### src/rtl/mips_ctrl_pkg.sv
// Shared types and encodings for the MIPS multicycle main-control sequencer.
package mips_ctrl_pkg;

    typedef enum logic [2:0] {
        S_IDLE      = 3'd0,
        S_DECODE    = 3'd1,
        S_EXECUTE   = 3'd2,
        S_WRITEBACK = 3'd3,
        S_EXCEPT    = 3'd4
    } state_t;

    localparam logic [5:0] OP_RTYPE = 6'd0;
    localparam logic [5:0] OP_ADDI  = 6'd8;
    localparam logic [5:0] OP_ANDI  = 6'd12;

    localparam logic [5:0] FN_SLL = 6'd0;
    localparam logic [5:0] FN_SRL = 6'd2;
    localparam logic [5:0] FN_SRA = 6'd3;
    localparam logic [5:0] FN_ADD = 6'd32;
    localparam logic [5:0] FN_SUB = 6'd34;
    localparam logic [5:0] FN_AND = 6'd36;
    localparam logic [5:0] FN_OR  = 6'd37;
    localparam logic [5:0] FN_SLT = 6'd42;

    localparam logic [1:0] ALUOP_ADD   = 2'd0;
    localparam logic [1:0] ALUOP_AND   = 2'd1;
    localparam logic [1:0] ALUOP_FUNCT = 2'd2;

    localparam logic [1:0] EXC_NONE  = 2'd0;
    localparam logic [1:0] EXC_OVF   = 2'd1;
    localparam logic [1:0] EXC_OPC   = 2'd2;
    localparam logic [1:0] EXC_FUNCT = 2'd3;

    function automatic logic funct_legal(input logic [5:0] f);
        case (f)
            FN_SLL, FN_SRL, FN_SRA, FN_ADD, FN_SUB, FN_AND, FN_OR, FN_SLT: return 1'b1;
            default: return 1'b0;
        endcase
    endfunction

endpackage

### src/rtl/mips_main_control_fsm_if.sv
// Instruction handshake, ALU-control, writeback and exception signals of the sequencer.
interface mips_main_control_fsm_if #(
    parameter int CNT_W = 16
);
    logic             instr_valid;
    logic             instr_ready;
    logic [31:0]      instr;
    logic [1:0]       alu_op;
    logic [5:0]       alu_funct;
    logic             alu_src_imm;
    logic [31:0]      imm_ext;
    logic             alu_overflow;
    logic             reg_write;
    logic [4:0]       wb_reg;
    logic             done;
    logic [CNT_W-1:0] retired_count;
    logic             exc_valid;
    logic [1:0]       exc_code;
    logic [5:0]       exc_opcode;
    logic             exc_ack;

    modport master (
        output instr_valid, instr, alu_overflow, exc_ack,
        input  instr_ready, alu_op, alu_funct, alu_src_imm, imm_ext,
               reg_write, wb_reg, done, retired_count,
               exc_valid, exc_code, exc_opcode
    );

    modport slave (
        input  instr_valid, instr, alu_overflow, exc_ack,
        output instr_ready, alu_op, alu_funct, alu_src_imm, imm_ext,
               reg_write, wb_reg, done, retired_count,
               exc_valid, exc_code, exc_opcode
    );
endinterface

### src/rtl/mips_instr_decode.sv
// Combinational decode of the latched instruction word into legality, ALU controls
// and writeback destination.
module mips_instr_decode
    import mips_ctrl_pkg::*;
(
    input  logic [31:0] ir,
    output logic        legal,
    output logic [1:0]  exc_code,
    output logic [1:0]  alu_op,
    output logic        alu_src_imm,
    output logic [31:0] imm_ext,
    output logic [4:0]  wb_reg,
    output logic        ovf_chk
);
    logic [5:0] opcode;
    logic [5:0] funct;
    wire        unused_rs = ^ir[25:21];

    assign opcode = ir[31:26];
    assign funct  = ir[5:0];

    always_comb begin
        legal       = 1'b0;
        exc_code    = EXC_OPC;
        alu_op      = ALUOP_ADD;
        alu_src_imm = 1'b0;
        imm_ext     = 32'd0;
        wb_reg      = ir[20:16];
        ovf_chk     = 1'b0;
        case (opcode)
            OP_RTYPE: begin
                legal    = funct_legal(funct);
                exc_code = funct_legal(funct) ? EXC_NONE : EXC_FUNCT;
                alu_op   = ALUOP_FUNCT;
                wb_reg   = ir[15:11];
                ovf_chk  = (funct == FN_ADD) || (funct == FN_SUB);
            end
            OP_ADDI: begin
                legal       = 1'b1;
                exc_code    = EXC_NONE;
                alu_src_imm = 1'b1;
                imm_ext     = {{16{ir[15]}}, ir[15:0]};
                ovf_chk     = 1'b1;
            end
            OP_ANDI: begin
                legal       = 1'b1;
                exc_code    = EXC_NONE;
                alu_op      = ALUOP_AND;
                alu_src_imm = 1'b1;
                imm_ext     = {16'd0, ir[15:0]};
            end
            default: ;
        endcase
    end
endmodule

### src/rtl/mips_main_control_fsm.sv
// Multicycle main-control sequencer: accept -> decode -> execute -> writeback/except.
// Every output is a register; the decoder only looks at the latched IR.
module mips_main_control_fsm
    import mips_ctrl_pkg::*;
#(
    parameter int CNT_W       = 16,
    parameter bit OVF_TRAP_EN = 1'b1
) (
    input  logic                   clk,
    input  logic                   rst,
    mips_main_control_fsm_if.slave bus
);
    state_t           state_reg;
    logic [31:0]      ir_reg;
    logic             instr_ready_reg;
    logic [1:0]       alu_op_reg;
    logic [5:0]       alu_funct_reg;
    logic             alu_src_imm_reg;
    logic [31:0]      imm_ext_reg;
    logic             reg_write_reg;
    logic [4:0]       wb_reg_reg;
    logic             done_reg;
    logic [CNT_W-1:0] retired_count_reg;
    logic             exc_valid_reg;
    logic [1:0]       exc_code_reg;
    logic [5:0]       exc_opcode_reg;

    logic        dec_legal;
    logic [1:0]  dec_exc_code;
    logic [1:0]  dec_alu_op;
    logic        dec_alu_src_imm;
    logic [31:0] dec_imm_ext;
    logic [4:0]  dec_wb_reg;
    logic        dec_ovf_chk;

    mips_instr_decode u_decode (
        .ir          (ir_reg),
        .legal       (dec_legal),
        .exc_code    (dec_exc_code),
        .alu_op      (dec_alu_op),
        .alu_src_imm (dec_alu_src_imm),
        .imm_ext     (dec_imm_ext),
        .wb_reg      (dec_wb_reg),
        .ovf_chk     (dec_ovf_chk)
    );

    always_ff @(posedge clk or posedge rst) begin
        if (rst) begin
            state_reg         <= S_IDLE;
            ir_reg            <= 32'd0;
            instr_ready_reg   <= 1'b1;
            alu_op_reg        <= 2'd0;
            alu_funct_reg     <= 6'd0;
            alu_src_imm_reg   <= 1'b0;
            imm_ext_reg       <= 32'd0;
            reg_write_reg     <= 1'b0;
            wb_reg_reg        <= 5'd0;
            done_reg          <= 1'b0;
            retired_count_reg <= '0;
            exc_valid_reg     <= 1'b0;
            exc_code_reg      <= 2'd0;
            exc_opcode_reg    <= 6'd0;
        end else begin
            reg_write_reg <= 1'b0;
            wb_reg_reg    <= 5'd0;
            done_reg      <= 1'b0;
            case (state_reg)
                S_IDLE: begin
                    if (bus.instr_valid) begin
                        ir_reg          <= bus.instr;
                        instr_ready_reg <= 1'b0;
                        state_reg       <= S_DECODE;
                    end
                end
                S_DECODE: begin
                    if (dec_legal) begin
                        alu_op_reg      <= dec_alu_op;
                        alu_funct_reg   <= ir_reg[5:0];
                        alu_src_imm_reg <= dec_alu_src_imm;
                        imm_ext_reg     <= dec_imm_ext;
                        state_reg       <= S_EXECUTE;
                    end else begin
                        exc_valid_reg  <= 1'b1;
                        exc_code_reg   <= dec_exc_code;
                        exc_opcode_reg <= ir_reg[31:26];
                        state_reg      <= S_EXCEPT;
                    end
                end
                S_EXECUTE: begin
                    state_reg <= S_WRITEBACK;
                end
                S_WRITEBACK: begin
                    alu_op_reg      <= 2'd0;
                    alu_funct_reg   <= 6'd0;
                    alu_src_imm_reg <= 1'b0;
                    imm_ext_reg     <= 32'd0;
                    if (OVF_TRAP_EN && bus.alu_overflow && dec_ovf_chk) begin
                        exc_valid_reg  <= 1'b1;
                        exc_code_reg   <= EXC_OVF;
                        exc_opcode_reg <= ir_reg[31:26];
                        state_reg      <= S_EXCEPT;
                    end else begin
                        // Writes to $0 are dropped, but the instruction still retires.
                        done_reg          <= 1'b1;
                        reg_write_reg     <= (dec_wb_reg != 5'd0);
                        wb_reg_reg        <= dec_wb_reg;
                        retired_count_reg <= retired_count_reg + CNT_W'(1);
                        instr_ready_reg   <= 1'b1;
                        state_reg         <= S_IDLE;
                    end
                end
                S_EXCEPT: begin
                    if (bus.exc_ack) begin
                        exc_valid_reg   <= 1'b0;
                        exc_code_reg    <= 2'd0;
                        exc_opcode_reg  <= 6'd0;
                        instr_ready_reg <= 1'b1;
                        state_reg       <= S_IDLE;
                    end
                end
                default: begin
                    instr_ready_reg <= 1'b1;
                    state_reg       <= S_IDLE;
                end
            endcase
        end
    end

    assign bus.instr_ready   = instr_ready_reg;
    assign bus.alu_op        = alu_op_reg;
    assign bus.alu_funct     = alu_funct_reg;
    assign bus.alu_src_imm   = alu_src_imm_reg;
    assign bus.imm_ext       = imm_ext_reg;
    assign bus.reg_write     = reg_write_reg;
    assign bus.wb_reg        = wb_reg_reg;
    assign bus.done          = done_reg;
    assign bus.retired_count = retired_count_reg;
    assign bus.exc_valid     = exc_valid_reg;
    assign bus.exc_code      = exc_code_reg;
    assign bus.exc_opcode    = exc_opcode_reg;
endmodule

### src/flat_wrapper.sv
// flat-port wrapper written by rule: the top's interface ports become plain ports
module mips_main_control_fsm_flat import mips_ctrl_pkg::*;
#(
    parameter int CNT_W       = 16,
    parameter bit OVF_TRAP_EN = 1'b1
)
  (clk, rst, bus_instr_valid, bus_instr, bus_alu_overflow, bus_exc_ack, bus_instr_ready, bus_alu_op, bus_alu_funct, bus_alu_src_imm, bus_imm_ext, bus_reg_write, bus_wb_reg, bus_done, bus_retired_count, bus_exc_valid, bus_exc_code, bus_exc_opcode);
  mips_main_control_fsm_if #(.CNT_W(CNT_W)) bus_i ();
  input  logic clk;
  input  logic rst;
  input wire logic [$bits(bus_i.instr_valid)-1:0] bus_instr_valid;
  input wire logic [$bits(bus_i.instr)-1:0] bus_instr;
  input wire logic [$bits(bus_i.alu_overflow)-1:0] bus_alu_overflow;
  input wire logic [$bits(bus_i.exc_ack)-1:0] bus_exc_ack;
  output wire logic [$bits(bus_i.instr_ready)-1:0] bus_instr_ready;
  output wire logic [$bits(bus_i.alu_op)-1:0] bus_alu_op;
  output wire logic [$bits(bus_i.alu_funct)-1:0] bus_alu_funct;
  output wire logic [$bits(bus_i.alu_src_imm)-1:0] bus_alu_src_imm;
  output wire logic [$bits(bus_i.imm_ext)-1:0] bus_imm_ext;
  output wire logic [$bits(bus_i.reg_write)-1:0] bus_reg_write;
  output wire logic [$bits(bus_i.wb_reg)-1:0] bus_wb_reg;
  output wire logic [$bits(bus_i.done)-1:0] bus_done;
  output wire logic [$bits(bus_i.retired_count)-1:0] bus_retired_count;
  output wire logic [$bits(bus_i.exc_valid)-1:0] bus_exc_valid;
  output wire logic [$bits(bus_i.exc_code)-1:0] bus_exc_code;
  output wire logic [$bits(bus_i.exc_opcode)-1:0] bus_exc_opcode;
  assign bus_i.instr_valid = bus_instr_valid;
  assign bus_i.instr = bus_instr;
  assign bus_i.alu_overflow = bus_alu_overflow;
  assign bus_i.exc_ack = bus_exc_ack;
  assign bus_instr_ready = bus_i.instr_ready;
  assign bus_alu_op = bus_i.alu_op;
  assign bus_alu_funct = bus_i.alu_funct;
  assign bus_alu_src_imm = bus_i.alu_src_imm;
  assign bus_imm_ext = bus_i.imm_ext;
  assign bus_reg_write = bus_i.reg_write;
  assign bus_wb_reg = bus_i.wb_reg;
  assign bus_done = bus_i.done;
  assign bus_retired_count = bus_i.retired_count;
  assign bus_exc_valid = bus_i.exc_valid;
  assign bus_exc_code = bus_i.exc_code;
  assign bus_exc_opcode = bus_i.exc_opcode;
  mips_main_control_fsm #(.CNT_W(CNT_W), .OVF_TRAP_EN(OVF_TRAP_EN)) u_core (.clk(clk), .rst(rst), .bus(bus_i));
endmodule
### config.mk
export PLATFORM = sky130hd
export DESIGN_NAME = mips_main_control_fsm_flat
export DESIGN_NICKNAME = d
export VERILOG_FILES = /design/src/rtl/mips_ctrl_pkg.sv /design/src/rtl/mips_main_control_fsm_if.sv /design/src/rtl/mips_instr_decode.sv /design/src/rtl/mips_main_control_fsm.sv /design/src/flat_wrapper.sv
export SDC_FILE = /design/constraint.sdc
export NUM_CORES = 1
export LEC_CHECK = 0
export BUFFER_PORTS_ARGS = -buffer_cell sky130_fd_sc_hd__buf_2
export CAP_MARGIN = 40
export CELL_PAD_IN_SITES_DETAIL_PLACEMENT = 0
export CELL_PAD_IN_SITES_GLOBAL_PLACEMENT = 1
export CORE_MARGIN = 2
export CORE_UTILIZATION = 44
export CTS_CLUSTER_SIZE = 40
export DETAILED_ROUTE_END_ITERATION = 12
export PLACE_DENSITY_LB_ADDON = 0.1
export RECOVER_POWER = 100
export SETUP_SLACK_MARGIN = 0.5
export SYNTH_ARGS = -nofsm -noshare
export SYNTH_HDL_FRONTEND = slang
export SYNTH_SLANG_ARGS = --single-unit
### constraint.sdc
create_clock -name clk -period 4.4 [get_ports clk]
set_clock_uncertainty 0.15 [all_clocks]
set_input_delay 0 -clock clk [delete_from_list [all_inputs] [get_ports clk]]
set_output_delay 0 -clock clk [all_outputs]
set_load 0.005 [all_outputs]
==> results.sh <==
export IMPL_status="finished with violations"
export IMPL_failing_checks="capacitance limit, slew limit"
export IMPL_fin_tns_setup_ns=0
export IMPL_startpoint_type="flip-flop"
export IMPL_synthCells=332
export IMPL_post_synth_top_area_cell="sky130_fd_sc_hd__dfrtp_1"
export IMPL_whs_endpoint="u_core.ir_reg[16]"
export IMPL_detail_route_vias_per_cell=4.89
export IMPL_first_global_vias=2784
export IMPL_tritoncts="yes"
export IMPL_antenna_found_initial=0
export IMPL_maximum_number_of_pins_on_one_net_before_global_route_repair=51
export IMPL_worst_skew_pair_late_latency_ns=0.36
export IMPL_async_flop_share=1.00
export IMPL_die_width_um=99.3
export IMPL_worst_slack_ns=0.995
export IMPL_globalRouteTotalUtil=0.178
export IMPL_unrepaired_setup_endpoints_after_global_routing="false"
export IMPL_synth_seq_area_share=0.558
export IMPL_total_power_mw=2.55
export IMPL_top_area_cells_in_the_synthesized_netlist="sky130_fd_sc_hd__dfrtp_1 (55%), sky130_fd_sc_hd__mux2_2 (5.1%), sky130_fd_sc_hd__mux2i_1 (5.0%)"
export IMPL_r2r_slack_ns=0.99
export IMPL_clk_transition_reported_paths_ns=0.10
export IMPL_ir_worst_vdd_mv=0.240
export IMPL_tightestPinTransition_ns=1.94
export IMPL_place_congestion=0.784
export IMPL_flow_area_growth_from_synthesis_pct=24.2
export IMPL_die_ht_um=99.3
export IMPL_final_hold_violation_count=0
export IMPL_route_detailed_wl_per_inst_um=14.7
export IMPL_r2r_start="u_core.ir_reg[27]"
export IMPL_clock_power_share=0.224
export IMPL_wl_um=8390
export IMPL_synth_avg_cell_area_um2=12.0
export IMPL_postCtsSetupBuffers=0
export IMPL_ant_nets=0
export IMPL_final_layout_size_suffix_gt1_frac=0.266
export IMPL_antennaDiodeCount=0
export IMPL_clock_sinks=89
export IMPL_cts_buffers_inserted=9
export IMPL_drt_first_iter_violations=57
export IMPL_portBuffers=105
export IMPL_drtPass1Iterations=4
export IMPL_core_area_mm2=0.00876
export IMPL_num_rows=34
export IMPL_route_vias_total=2792
export IMPL_cts_htree_levels=3
export IMPL_finish_stage_setup_viols=0
export IMPL_die_area_mm2=0.00985
export IMPL_pwr_share_comb=0.278
export IMPL_switching_share=0.335
export IMPL_reg2reg_to="u_core.bus.alu_funct[3]"
export IMPL_timing_slew_headroom=-0.304
export IMPL_nets=496
export IMPL_post_route_fraction_of_the_period_consumed_by_the_critical_path=0.774
export IMPL_ys_seq_elements=89
export IMPL_register_to_register_path_depth=6
export IMPL_post_synth_instance_area_mm2=0.00399
export IMPL_hold_path_startpoint="bus_instr[16]"
export IMPL_largest_driver_fanout_on_the_critical_path=15
export IMPL_synth_edf_count=0
export IMPL_yosys_warnings=0
export IMPL_drt_drc_violations_left=0
export IMPL_p_int_mw=1.70
export IMPL_worst_endpoint_required_ns=4.50
export IMPL_layout_area_seq_mm2=0.00223
export IMPL_cp_data_arrival_time_ns=3.50
export IMPL_most_instantiated_flip_flop_cell_in_the_synthesis_netlist="sky130_fd_sc_hd__dfrtp_1"
export IMPL_grt_pass1_wl_um=13900
export IMPL_synth_cell_types=50
export IMPL_globalRouteOverflowTotal=0
export IMPL_cap_viol_max_count=2
export IMPL_post_dp_hpwl_um=5710
export IMPL_timing_fmax_mhz=294
export IMPL_layout_filler_cells=785
export IMPL_power_sequential_fraction=0.498
export IMPL_endpoint_kind="flip-flop"
export IMPL_largest_register_ffs=27
export IMPL_synth_top_cell_area_share=0.551
export IMPL_hold_depth=3
export IMPL_finalWorstPathRequiredPeriod_ns=3.41
export IMPL_final_max_slew_violation_count=53
export IMPL_leakage_nw=2.48
export IMPL_worst_hold_path_type="input port to flip-flop"
export IMPL_postSynthNetCount=370
export IMPL_setup_worst_path_class="flip-flop to flip-flop"
export IMPL_dp_slack_ns=1.55
export IMPL_multiInputGateArea_mm2=0.00145
export IMPL_initial_core_util=0.456
export IMPL_clock_tree_buffer_depth=2
export IMPL_p_switching_uw=855
export IMPL_power_density_cell_area_mw_per_mm2=514
export IMPL_io_pins=111
export IMPL_cts_root_buffer="sky130_fd_sc_hd__clkbuf_8"
-- cells in the mapped netlist (3+ instances only) --
library cell               number
sky130_fd_sc_hd__o21ai_0        3
sky130_fd_sc_hd__nand4_1        6
sky130_fd_sc_hd__a22o_1        12
sky130_fd_sc_hd__mux2i_1       20
sky130_fd_sc_hd__and2_1         3
sky130_fd_sc_hd__buf_2          4
sky130_fd_sc_hd__inv_1         24
sky130_fd_sc_hd__and4_1         4
sky130_fd_sc_hd__and3_1         3
sky130_fd_sc_hd__a21oi_1        9
sky130_fd_sc_hd__nor2_1        10
sky130_fd_sc_hd__mux2_2        18
sky130_fd_sc_hd__mux2_1         8
sky130_fd_sc_hd__buf_4         17
sky130_fd_sc_hd__nand2_1       42
sky130_fd_sc_hd__xnor2_1       13
sky130_fd_sc_hd__dfrtp_1       88
sky130_fd_sc_hd__clkbuf_1       3
sky130_fd_sc_hd__nor3_1         5
-- layout make-up --
| type | count | area share |
|---|---|---|
| flip-flops and latches | 89 | 0.449 |
| inverters | 25 | 0.0192 |
| well taps | 108 | 0.0273 |
| clock inverters | 7 | 0.0159 |
| clock buffers | 9 | 0.0250 |
| multi-input cells | 192 | 0.292 |
| repair buffers | 141 | 0.172 |
-- critical path, cell delays in order (launching register included) --
cell and delay (ns):
sky130_fd_sc_hd__dfrtp_1 0.41, sky130_fd_sc_hd__nor3_1 0.63, sky130_fd_sc_hd__nand2_1 0.41, sky130_fd_sc_hd__o31ai_1 0.37, sky130_fd_sc_hd__o21ai_0 0.66, sky130_fd_sc_hd__buf_16 0.43
sky130_fd_sc_hd__a22o_1 0.24
-- stage by stage --
stage	std cells	area [um2]	utilization	hold slack, ns
2_1_floorplan	332	3990	-	-0.0602
3_3_place_gp	522	4500	0.514	-0.0237
3_5_place_dp	524	4540	0.518	-0.0225
4_1_cts	571	5050	0.577	0.125
5_1_grt	571	4960	0.566	0.246
6_report	571	4960	0.566	0.235
-- timing repair --
item | in CTS | in global routing
gates resized for setup | 0 | 0
hold endpoints to repair | 70 | 0
hold buffers | 31 | 0
-- cells by family after synthesis --
family / Yosys count / share of synthesized area
simple gates: 91 / 0.122
flops: 89 / 0.558
buf+inv: 51 / 0.0689
mux: 48 / 0.131
compound gates: 37 / 0.0840
xor+xnor: 15 / 0.0329
fa+ha+maj: 1 / 0.00313
-- layer usage --
metal,GRT usage,vias to the layer above,wire length (um)
li1,-,1371,-
met1,0.256,1333,4050
met2,0.271,80,3740
met3,0.0464,8,509
met4,0.0474,0,88
met5,0,-,0
-- how the worst max path moves through the flow --
stage	startpoint	endpoint	slack (ns)	cells after the start
floorplan	rst	u_core.bus.alu_funct[0]	1.94	1
global placement	u_core.ir_reg[30]	u_core.bus.exc_valid	1.58	5
detailed placement	u_core.ir_reg[30]	u_core.bus.exc_valid	1.55	5
CTS	u_core.ir_reg[30]	u_core.bus.exc_code[0]	1.52	5
global route	u_core.ir_reg[27]	u_core.bus.alu_funct[0]	0.72	6
finish	u_core.ir_reg[27]	u_core.bus.alu_funct[3]	0.99	6
-- cells in the final DEF (no fill, tap or decap), types with 2 or more instances in the layout --
cell                            count
sky130_fd_sc_hd__dlygate4sd3_1     31
sky130_fd_sc_hd__nor3_1             6
sky130_fd_sc_hd__inv_1             24
sky130_fd_sc_hd__nand2_1           43
sky130_fd_sc_hd__and2_1             3
sky130_fd_sc_hd__a21bo_2            2
sky130_fd_sc_hd__nand2b_1           2
sky130_fd_sc_hd__dfrtp_1           88
sky130_fd_sc_hd__nor3b_1            2
sky130_fd_sc_hd__mux2_2            18
sky130_fd_sc_hd__clkbuf_1          31
sky130_fd_sc_hd__a22o_1            12
sky130_fd_sc_hd__mux2i_1           20
sky130_fd_sc_hd__nor2_1            10
sky130_fd_sc_hd__mux2_1            10
sky130_fd_sc_hd__nand3_1            2
sky130_fd_sc_hd__clkinv_4           3
sky130_fd_sc_hd__xnor2_1           13
sky130_fd_sc_hd__clkbuf_8           9
sky130_fd_sc_hd__a21oi_1            9
sky130_fd_sc_hd__o21ai_0            4
sky130_fd_sc_hd__buf_2             76
sky130_fd_sc_hd__inv_6              2
sky130_fd_sc_hd__xor2_1             2
sky130_fd_sc_hd__and4_1             4
sky130_fd_sc_hd__and3_1             3
sky130_fd_sc_hd__a211oi_1           2
sky130_fd_sc_hd__nand4_1            6
sky130_fd_sc_hd__or4_1              2
-- power groups by stage --
stage	Sequential, mW	Clock [mW]	Combinational (mW)
after floorplan	1.23	0	0.547
after global placement	1.29	0	0.714
after detailed placement	1.29	0	0.736
after CTS	1.28	0.589	0.760
after global routing	1.31	0.626	0.793
final	1.27	0.572	0.709
No activity file was read; power rests on OpenSTA's default activity.
